**src/rtl/nthuee_14seg_scroller_if.sv**
```systemverilog
// Bus between the board top level and the scrolling 14-segment driver.
// SCROLL_REVERSE_EN adds the dir control line.
interface nthuee_14seg_scroller_if #(
  parameter int N_DIG   = 4,
  parameter int MSG_LEN = 8
);
  logic                   en;
`ifdef SCROLL_REVERSE_EN
  logic                   dir;
`endif
  logic                   load;
  logic [4*MSG_LEN-1:0]   msg;
  logic [N_DIG-1:0]       digit_sel;
  logic [14:0]            display;
  logic [2:0]             pos;
  logic                   wrap;

  modport master (
    output en,
`ifdef SCROLL_REVERSE_EN
    output dir,
`endif
    output load, msg,
    input  digit_sel, display, pos, wrap
  );

  modport slave (
    input  en,
`ifdef SCROLL_REVERSE_EN
    input  dir,
`endif
    input  load, msg,
    output digit_sel, display, pos, wrap
  );
endinterface

```
**src/rtl/nthuee_14seg_scroller.sv**
```systemverilog
// Time-multiplexed scrolling-text driver for an N_DIG-digit 14-segment (+DP) display.
// Define SCROLL_REVERSE_EN to enable reverse scrolling via the dir line.
module nthuee_14seg_scroller #(
  parameter int N_DIG      = 4,
  parameter int MSG_LEN    = 8,
  parameter int SCAN_DIV   = 50000,
  parameter int SCROLL_DIV = 250
) (
  input  logic                    clk,
  input  logic                    rst_n,
  nthuee_14seg_scroller_if.slave  bus
);
  localparam int DW = (N_DIG > 1) ? $clog2(N_DIG) : 1;
  localparam int SW = $clog2(SCAN_DIV);
  localparam int FW = (SCROLL_DIV > 1) ? $clog2(SCROLL_DIV) : 1;

  function automatic logic [4*MSG_LEN-1:0] reset_msg();
    logic [4*MSG_LEN-1:0] r;
    for (int i = 0; i < MSG_LEN; i++) r[4*i +: 4] = (i < 6) ? 4'(i) : 4'hF;
    return r;
  endfunction

  localparam logic [4*MSG_LEN-1:0] MSG_RST = reset_msg();

  function automatic logic [14:0] decode(input logic [3:0] code);
    case (code)
      4'd0:       decode = 15'b100100110111101;
      4'd1:       decode = 15'b011111111011011;
      4'd2:       decode = 15'b100100001111111;
      4'd3:       decode = 15'b100000111111111;
      4'd4, 4'd5: decode = 15'b011000001111111;
      default:    decode = 15'b111111111111111;
    endcase
  endfunction

  logic [SW-1:0]          scan_cnt_q, scan_cnt_d;
  logic [DW-1:0]          d_q, d_d;
  logic [FW-1:0]          frame_cnt_q, frame_cnt_d;
  logic [2:0]             pos_q, pos_d;
  logic                   wrap_q, wrap_d;
  logic [4*MSG_LEN-1:0]   msg_q, msg_d;
  logic [N_DIG-1:0]       digit_sel_q, digit_sel_d;
  logic [14:0]            display_q, display_d;

  logic       scan_tick, frame_tick, step;
  logic [4:0] idx;
  logic [3:0] ch;

  // NOTE: every signal assigned here gets a default first so no latch is inferred.
  always_comb begin
    scan_cnt_d  = scan_cnt_q;
    d_d         = d_q;
    frame_cnt_d = frame_cnt_q;
    pos_d       = pos_q;
    wrap_d      = 1'b0;
    msg_d       = msg_q;
    ch          = 4'hF;

    scan_tick  = (scan_cnt_q == SW'(SCAN_DIV - 1));
    frame_tick = scan_tick && (d_q == DW'(N_DIG - 1));
    step       = frame_tick && bus.en && (frame_cnt_q == FW'(SCROLL_DIV - 1));

    scan_cnt_d = scan_tick ? '0 : scan_cnt_q + SW'(1);
    if (scan_tick) d_d = (d_q == DW'(N_DIG - 1)) ? '0 : d_q + DW'(1);

    if (bus.load) begin
      msg_d       = bus.msg;
      pos_d       = '0;
      frame_cnt_d = '0;
    end else begin
      if (frame_tick && bus.en)
        frame_cnt_d = (frame_cnt_q == FW'(SCROLL_DIV - 1)) ? '0 : frame_cnt_q + FW'(1);
      if (step) begin
`ifdef SCROLL_REVERSE_EN
        if (bus.dir) begin
          pos_d  = (pos_q == 3'd0) ? 3'(MSG_LEN - 1) : pos_q - 3'd1;
          wrap_d = (pos_q == 3'd0);
        end else begin
          pos_d  = (pos_q == 3'(MSG_LEN - 1)) ? 3'd0 : pos_q + 3'd1;
          wrap_d = (pos_q == 3'(MSG_LEN - 1));
        end
`else
        pos_d  = (pos_q == 3'(MSG_LEN - 1)) ? 3'd0 : pos_q + 3'd1;
        wrap_d = (pos_q == 3'(MSG_LEN - 1));
`endif
      end
    end

    // Window index wraps once at most: pos < MSG_LEN and d < N_DIG <= MSG_LEN.
    idx = {2'b00, pos_q} + 5'(d_q);
    if (idx >= 5'(MSG_LEN)) idx = idx - 5'(MSG_LEN);
    for (int i = 0; i < MSG_LEN; i++)
      if (int'(idx) == i) ch = msg_q[4*i +: 4];

    digit_sel_d = ~(N_DIG'(1) << d_q);
    display_d   = decode(ch);
  end

  // NOTE: state uses non-blocking assignments so every flop samples pre-edge values.
  always_ff @(posedge clk or negedge rst_n) begin
    if (!rst_n) begin
      scan_cnt_q  <= '0;
      d_q         <= '0;
      frame_cnt_q <= '0;
      pos_q       <= '0;
      wrap_q      <= 1'b0;
      // NOTE: the message store is reset on purpose; the board shows NTHUEE out of reset.
      msg_q       <= MSG_RST;
      digit_sel_q <= '1;
      display_q   <= 15'h7FFF;
    end else begin
      scan_cnt_q  <= scan_cnt_d;
      d_q         <= d_d;
      frame_cnt_q <= frame_cnt_d;
      pos_q       <= pos_d;
      wrap_q      <= wrap_d;
      msg_q       <= msg_d;
      digit_sel_q <= digit_sel_d;
      display_q   <= display_d;
    end
  end

  assign bus.digit_sel = digit_sel_q;
  assign bus.display   = display_q;
  assign bus.pos       = pos_q;
  assign bus.wrap      = wrap_q;
endmodule

```
**src/flat_wrapper.sv**
```systemverilog
// flat-port wrapper written by rule: the top's interface ports become plain ports
module nthuee_14seg_scroller_flat 
#(
  parameter int N_DIG      = 4,
  parameter int MSG_LEN    = 8,
  parameter int SCAN_DIV   = 50000,
  parameter int SCROLL_DIV = 250
)
  (clk, rst_n, bus_en, bus_load, bus_msg, bus_digit_sel, bus_display, bus_pos, bus_wrap);
  nthuee_14seg_scroller_if #(.N_DIG(N_DIG), .MSG_LEN(MSG_LEN)) bus_i ();
  input  logic clk;
  input  logic rst_n;
  input wire logic [$bits(bus_i.en)-1:0] bus_en;
  input wire logic [$bits(bus_i.load)-1:0] bus_load;
  input wire logic [$bits(bus_i.msg)-1:0] bus_msg;
  output wire logic [$bits(bus_i.digit_sel)-1:0] bus_digit_sel;
  output wire logic [$bits(bus_i.display)-1:0] bus_display;
  output wire logic [$bits(bus_i.pos)-1:0] bus_pos;
  output wire logic [$bits(bus_i.wrap)-1:0] bus_wrap;
  assign bus_i.en = bus_en;
  assign bus_i.load = bus_load;
  assign bus_i.msg = bus_msg;
  assign bus_digit_sel = bus_i.digit_sel;
  assign bus_display = bus_i.display;
  assign bus_pos = bus_i.pos;
  assign bus_wrap = bus_i.wrap;
  nthuee_14seg_scroller #(.N_DIG(N_DIG), .MSG_LEN(MSG_LEN), .SCAN_DIV(SCAN_DIV), .SCROLL_DIV(SCROLL_DIV)) u_core (.clk(clk), .rst_n(rst_n), .bus(bus_i));
endmodule
```
**config.mk**
```make
export PLATFORM = sky130hd
export DESIGN_NAME = nthuee_14seg_scroller_flat
export DESIGN_NICKNAME = d
export VERILOG_FILES = /design/src/rtl/nthuee_14seg_scroller_if.sv /design/src/rtl/nthuee_14seg_scroller.sv /design/src/flat_wrapper.sv
export SDC_FILE = /design/constraint.sdc
export NUM_CORES = 1
export LEC_CHECK = 0
export ABC_AREA = 1
export ABC_CLOCK_PERIOD_IN_PS = 3240
export CAP_MARGIN = 20
export CORE_MARGIN = 2
export CORE_UTILIZATION = 60
export CTS_BUF_LIST = sky130_fd_sc_hd__clkbuf_8
export DETAILED_ROUTE_END_ITERATION = 10
export PLACE_DENSITY = 0.9
export SYNTH_ARGS = -nofsm -noshare
export SYNTH_HDL_FRONTEND = slang
export SYNTH_SLANG_ARGS = --single-unit
```
**constraint.sdc**
```tcl
create_clock -name clk -period 3.24 [get_ports clk]
set_input_delay 0.648 -clock clk [delete_from_list [all_inputs] [get_ports clk]]
set_output_delay 0.648 -clock clk [all_outputs]
set_load 0.02 [all_outputs]
```
==> impl_metrics.env, run 1 <==
export IMPL_max_freq_ghz=0.399
export IMPL_tightest_slew_ns=0.873
export IMPL_synthFlopType="dfrtp_1"
export IMPL_ys_async_sr_fraction=1.00
export IMPL_nFillCells=407
export IMPL_grt_use_met3=0.0567
export IMPL_grt_util_met1=0.316
export IMPL_vdd_drop_max_uv=364
export IMPL_finalClockSkew_ns=0.00920
export IMPL_die_h_um=83.2
export IMPL_die_area_mm2=0.00693
export IMPL_period_needed_ns=2.51
export IMPL_min_period_over_period=0.774
export IMPL_synth_edf_count=0
export IMPL_first_pass_iters=5
export IMPL_grt_max_degree=74
export IMPL_grt_use_total=0.265
export IMPL_drt_vias_per_instance=5.39
export IMPL_hpwl_um=5830
export IMPL_path_cells="ha_1 > inv_1 > fa_1 > inv_1 > nor2_1 > nand2_1 > nor2_1 > o21bai_2 > nand4_2 > nand2_2 > nor2_1 > nor2_1"
export IMPL_max_cap_violations=0
export IMPL_drc=0
export IMPL_finalHoldWorstSlack_ns=0.471
export IMPL_synth_seq_area_share=0.494
export IMPL_slew_headroom=0.418
export IMPL_cts_hold_buf=0
export IMPL_seqPwrFrac=0.488
export IMPL_drtAntennaViolNets=0
export IMPL_swShare=0.241
export IMPL_fp_dieW_um=83.2
export IMPL_cts_buffer_depth=2
export IMPL_wl_per_cell_um=14.3
export IMPL_io_buffers=55
export IMPL_synth_cell_types=38
export IMPL_critPathSlowestCell="fa_1"
export IMPL_leakagePower_nw=2.20
export IMPL_globalRouteOverflowTotal=0
export IMPL_hp_class="reg -> reg"
export IMPL_arrival_ns=2.78
export IMPL_p_per_area_mw_per_mm2=448
export IMPL_clkSinkCount=73
export IMPL_core_area_mm2=0.00599
export IMPL_slowest_delay_ns=0.55
export IMPL_grt_pass1_wl_um=14800
export IMPL_clk_latency_ns=0.35
export IMPL_synth_seq_cells=73
export IMPL_cp_data_required_time_ns=3.52
export IMPL_p_clk_frac=0.397
export IMPL_rows=28
export IMPL_via_count=3209
export IMPL_setup_violations=0
export IMPL_cpMostUsedCell="nor2_1"
export IMPL_start_util=0.629
export IMPL_finalNonFillerCells=595
export IMPL_internal_power_mw=1.55
export IMPL_syn_cell_area_mm2=0.00377
export IMPL_critPathKind="reg -> reg"
export IMPL_power_frac_comb=0.115
export IMPL_wirelength_um=8490
export IMPL_area_delta_synth_final_pct=20.8
export IMPL_finalSetupTns_ns=0
export IMPL_critical_path_peak_fanout=5
export IMPL_cts_clk_slew_worst_paths_ns=0.07
export IMPL_syn_area_per_cell_um2=8.15
export IMPL_antennaDiodeCount=0
export IMPL_layout_drive_gt1_share=0.140
export IMPL_final_hold_viol_count=0
export IMPL_worstSetupStartpointType="flop"
export IMPL_dp_cells=579
export IMPL_drt_initial_drc_count=237
export IMPL_ys_warn_count=0
export IMPL_worst_slack_ns=0.733
export IMPL_p_switching_mw=0.493
export IMPL_grt_use_met2=0.455
export IMPL_pre_cts_ws_ns=0.863
export IMPL_htreeDepth=3
export IMPL_worst_setup_path_end_kind="flop"
export IMPL_netlist_instances=462
export IMPL_grt_busiest_layer="met2"
export IMPL_fin_nets=562
export IMPL_grt_pass1_vias=3309
export IMPL_numCtsBuffers=9
export IMPL_power_mw=2.04
export IMPL_finalMaxSlewViolations=0
export IMPL_cts_setup_buffers=0
export IMPL_place_congestion=0.906
export IMPL_cts_tree="yes"
export IMPL_ios=59
export IMPL_antenna_found_initial=0
export IMPL_cts_repair_resized=0
export IMPL_root_buffer="clkbuf_8"
export IMPL_rsz0062_at_grt="false"
export IMPL_outcome="completed"
## cell families (layout without fill, tap and decap cells)
family | count (synthesis) | count (layout) | synth area share
AOI/OAI and AO/OA | 52 | 52 | 0.0737
xor gates and xnor gates | 7 | 7 | 0.0163
adders and majority gates | 11 | 11 | 0.0385
buffers and inverters | 95 | 151 | 0.106
DFF | 73 | 73 | 0.494
other | 1 | 3 | 0.000995
and+or+nand+nor | 223 | 223 | 0.271
## flip-flops by register name, indices dropped and copies added (netlist names)
signal / cells
u_core.msg_q: 32
u_core.bus.wrap: 1
u_core.frame_cnt_q: 8
u_core.bus.digit_sel: 4
u_core.bus.display: 7
u_core.bus.pos: 3
u_core.scan_cnt_q: 16
u_core.d_q: 2
## worst max-delay path, delay by kind of cell, from the launching register on
family | cells | cell delay (ns)
buffers and inverters | 2 | 0.11
AO/OA/AOI/OAI | 1 | 0.14
flip-flops | 1 | 0.43
adder cells (fa/ha/maj) | 2 | 0.72
AND/OR/NAND/NOR | 7 | 1.04
## power groups by stage
stage               sequential [mW]  combinational [mW]  clock, mW
detailed placement             1.01               0.232          0
floorplan                      1.02               0.111          0
global placement               1.01               0.224          0
global route                   1.00               0.260      0.863
CTS                           0.995               0.236      0.820
finish                        0.996               0.235      0.811
## stage by stage
step	area [um^2]	utilization
2_1_floorplan	3770	-
3_3_place_gp	4320	0.721
3_5_place_dp	4320	0.721
4_1_cts	4550	0.760
5_1_grt	4550	0.760
6_report	4550	0.760
## synth_stat cells (all sizes together) (2+ instances only)
master	instances	area, um^2
nor2	42	185
clkbuf	7	26.3
nor3	4	20.0
and3	2	12.5
a21oi	7	35.0
dfstp	26	683
inv	77	292
nor3b	2	15.0
ha	10	125
nor4	3	31.3
o21ai	40	204
nand3	38	190
dfrtp	47	1180
nand2	124	505
xor2	6	52.6
nand4	8	62.6
buf	10	76.3
## cells in the final DEF (no fill, tap or decap), drive strengths merged
cell type and count:
nand2 124, inv 78, clkdlybuf4s50 53, dfrtp 47, nor2 42, o21ai 40, nand3 38, dfstp 26
clkbuf 11, ha 10, nand4 8, a21oi 7, xor2 6, nor3 4, buf 4, conb 3
nor4 3, and3 2, nor3b 2, bufinv 2, clkinvlp 2, a31oi 1, o22ai 1, o21bai 1
xnor2 1, clkinv 1, a211oi 1, o31ai 1, fa 1
## path summary, 6_finish.rpt
kind / startpoint / to / slack (ns) / depth (start not counted)
max: u_core.bus.pos[0] / u_core.bus.display[11] / 0.73 / 12
min: u_core.msg_q[29] / u_core.msg_q[29] / 0.47 / 2
max reg2reg: u_core.bus.pos[0] / u_core.bus.display[11] / 0.73 / 12
min reg2reg: u_core.msg_q[29] / u_core.msg_q[29] / 0.47 / 2
max in group asynchronous: rst_n / u_core.msg_q[8] / 2.18 / 2
min in group asynchronous: rst_n / u_core.scan_cnt_q[1] / 0.50 / 2
## cell type report
cell class	count	area, um^2	area share
repair buffers	57	556	0.122
well taps	75	93.8	0.0206
multi-input cells	296	1520	0.333
inverters	78	295	0.0649
flip-flops and latches	73	1860	0.408
clock inverters	5	78.8	0.0173
clock buffers	11	151	0.0333
## routing by layer
metal | vias up | wire (um) | part of all wire
li1 | 1544 | - | -
met1 | 1526 | 3430 | 0.40
met2 | 111 | 4330 | 0.51
met3 | 28 | 427 | 0.050
met4 | 0 | 311 | 0.037
met5 | - | 0 | 0
(Power assumes the default switching activity.)
==> run 2, diff against run 1 <==
--- a/config.mk
+++ b/config.mk
@@ -6,13 +6,13 @@
 export NUM_CORES = 1
 export LEC_CHECK = 0
 export ABC_AREA = 1
-export ABC_CLOCK_PERIOD_IN_PS = 3240
+export ABC_CLOCK_PERIOD_IN_PS = 2100
 export CAP_MARGIN = 20
 export CORE_MARGIN = 2
-export CORE_UTILIZATION = 60
+export CORE_UTILIZATION = 50
 export CTS_BUF_LIST = sky130_fd_sc_hd__clkbuf_8
 export DETAILED_ROUTE_END_ITERATION = 10
-export PLACE_DENSITY = 0.9
+export PLACE_DENSITY = 0.8
 export SYNTH_ARGS = -nofsm -noshare
 export SYNTH_HDL_FRONTEND = slang
 export SYNTH_SLANG_ARGS = --single-unit
==> constraint.sdc (replaced) <==
create_clock -name clk -period 2.1 [get_ports clk]
set_input_delay 0.42 -clock clk [delete_from_list [all_inputs] [get_ports clk]]
set_output_delay 0.42 -clock clk [all_outputs]
set_load 0.02 [all_outputs]
==> run 2 against run 1 <==
Against the previous run:
- largest power group unchanged
- register-to-register slack lost 0.92 ns
- wire length decreased by 3.1%
- core utilization fell by 11 points
- sequential cell count did not move
- power increased by 42%
- the run now ends with setup timing left
==> impl_metrics.env, run 2 (synthesis results as in run 1) <==
export IMPL_drt_initial_drc_count=200
export IMPL_start_util=0.517
export IMPL_cts_tree="yes"
export IMPL_worstSetupStartpointType="flop"
export IMPL_clkSinkCount=73
export IMPL_wirelength_um=8220
export IMPL_period_needed_ns=2.29
export IMPL_grt_use_total=0.210
export IMPL_critPathKind="reg -> reg"
export IMPL_fin_nets=577
export IMPL_wl_per_cell_um=13.0
export IMPL_slew_headroom=0.646
export IMPL_cp_data_required_time_ns=2.36
export IMPL_seq_area_mm2=0.00186
export IMPL_vdd_drop_max_uv=359
export IMPL_critical_path_peak_fanout=5
export IMPL_drtAntennaViolNets=0
export IMPL_antenna_found_initial=0
export IMPL_finalClockSkew_ns=0.00411
export IMPL_final_cell_mix="nand2_1, inv_1, clkdlybuf4s50_1, dfrtp_1, o21ai_0"
export IMPL_setup_violations=7
export IMPL_ios=59
export IMPL_arrival_ns=2.55
export IMPL_multiInputGateArea_mm2=0.00160
export IMPL_fp_dieW_um=90.8
export IMPL_outcome="finished, violations left"
export IMPL_fin_util=0.651
export IMPL_via_count=3165
export IMPL_leakagePower_nw=2.28
export IMPL_finalNonFillerCells=634
export IMPL_rows=31
export IMPL_grt_max_degree=59
export IMPL_cts_clk_slew_worst_paths_ns=0.07
export IMPL_p_per_area_mw_per_mm2=610
export IMPL_finalMaxSlewViolations=0
export IMPL_clk_latency_ns=0.34
export IMPL_path_cells="ha_4 > inv_2 > fa_2 > buf_6 > nor2_4 > nand2_1 > nor2_1 > nor2_1 > nand4_1 > nand2_1 > nand2_2 > nand2_4 > inv_4 > o21ai_1"
export IMPL_die_h_um=90.8
export IMPL_power_mw=2.89
export IMPL_core_area_mm2=0.00729
export IMPL_numCtsBuffers=9
export IMPL_finalHoldWorstSlack_ns=0.465
export IMPL_drt_vias_per_instance=4.99
export IMPL_max_freq_ghz=0.437
export IMPL_first_pass_iters=7
export IMPL_area_delta_synth_final_pct=26.0
export IMPL_final_common_cell="nand2_1"
export IMPL_rsz0062_at_grt="true"
export IMPL_drc=0
export IMPL_failed_checks="setup timing"
export IMPL_place_congestion=0.949
export IMPL_tightest_slew_ns=0.528
export IMPL_largest_reg_flops=32
export IMPL_io_buffers=55
export IMPL_worst_slack_ns=-0.187
export IMPL_htreeDepth=3
export IMPL_dp_cells=611
export IMPL_worst_hold_path_num_cells=1
export IMPL_cts_buffer_depth=2
export IMPL_top_regs="u_core.msg_q (32), u_core.scan_cnt_q (16), u_core.frame_cnt_q (8)"
export IMPL_slowest_delay_ns=0.48
export IMPL_root_buffer="clkbuf_8"
export IMPL_ff2ff_path_depth=14
export IMPL_hpwl_um=5800
export IMPL_top_register="u_core.msg_q"
export IMPL_hp_class="reg -> reg"
export IMPL_die_area_mm2=0.00824
export IMPL_layout_drive_gt1_share=0.196
export IMPL_grt_pass1_wl_um=14000
export IMPL_grt_pass1_vias=3202
export IMPL_worst_setup_path_end_kind="flop"
export IMPL_max_cap_violations=0
export IMPL_pre_cts_ws_ns=-0.178
export IMPL_final_hold_viol_count=0
export IMPL_nFillCells=619
export IMPL_critPathSlowestCell="fa_2"
export IMPL_globalRouteOverflowTotal=0
export IMPL_min_period_over_period=1.09
export IMPL_antennaDiodeCount=0
## run 2: changes by cell type in the layout (fill, tap and decap cells not counted), moves of 3 or more
cell / change
nand3_1: -4
nor2_1: -4
nand2_1: -3
inv_2: +3
buf_4: +11
nand3_2: +4
## run 2: final cells by class
type | count | area share
repair buffers | 72 | 0.146
flip-flops and latches | 73 | 0.392
inverters | 78 | 0.0627
well taps | 99 | 0.0261
multi-input cells | 296 | 0.337
clock inverters | 5 | 0.00501
clock buffers | 11 | 0.0319
## run 2: final timing paths
check                                         end                 start  slack, ns
hold / removal               u_core.scan_cnt_q[0]  u_core.scan_cnt_q[0]       0.47
hold reg to reg              u_core.scan_cnt_q[0]  u_core.scan_cnt_q[0]       0.47
setup reg to reg           u_core.bus.display[13]     u_core.bus.pos[0]      -0.19
min in group asynchronous    u_core.scan_cnt_q[3]                 rst_n       0.52
max in group asynchronous        u_core.msg_q[30]                 rst_n       0.90
setup / recovery           u_core.bus.display[13]     u_core.bus.pos[0]      -0.19
## run 2: where the power goes
group	internal (mW)	total (mW)	switching [mW]
sequential	1.51	1.54	0.0296
combinational	0.166	0.382	0.216
clock	0.479	0.973	0.494
## run 2: stage by stage
stage | cell area, um^2 | setup TNS [ns]
after floorplan | 3780 | -0.0120
after global placement | 4430 | -0.302
after detailed placement | 4430 | -0.972
after CTS | 4680 | -0.827
after global routing | 4750 | -1.92
final | 4750 | -1.21
## run 2: what timing repair did
item | in CTS | in global routing
hold endpoints to repair | 12 | 0
pin swaps | 11 | 9
hold buffers | 1 | 0
setup buffers | 4 | 2
gates resized for setup | 14 | 11
endpoints found under the setup margin | 7 | 9
## run 2: worst max-delay path, delay by kind of cell (launching register included)
family	cells	cell delay (ns)
simple gates	8	0.79
fa+ha+maj	2	0.64
flops	1	0.43
buf+inv	3	0.28
compound gates	1	0.08
## run 2: layer usage
metal	wire length [um]	vias to the layer above	track usage
met1	3560	1499	0.261
li1	-	1566	-
met3	317	14	0.0367
met2	4180	86	0.361
met5	0	-	0
met4	166	0	0.0859
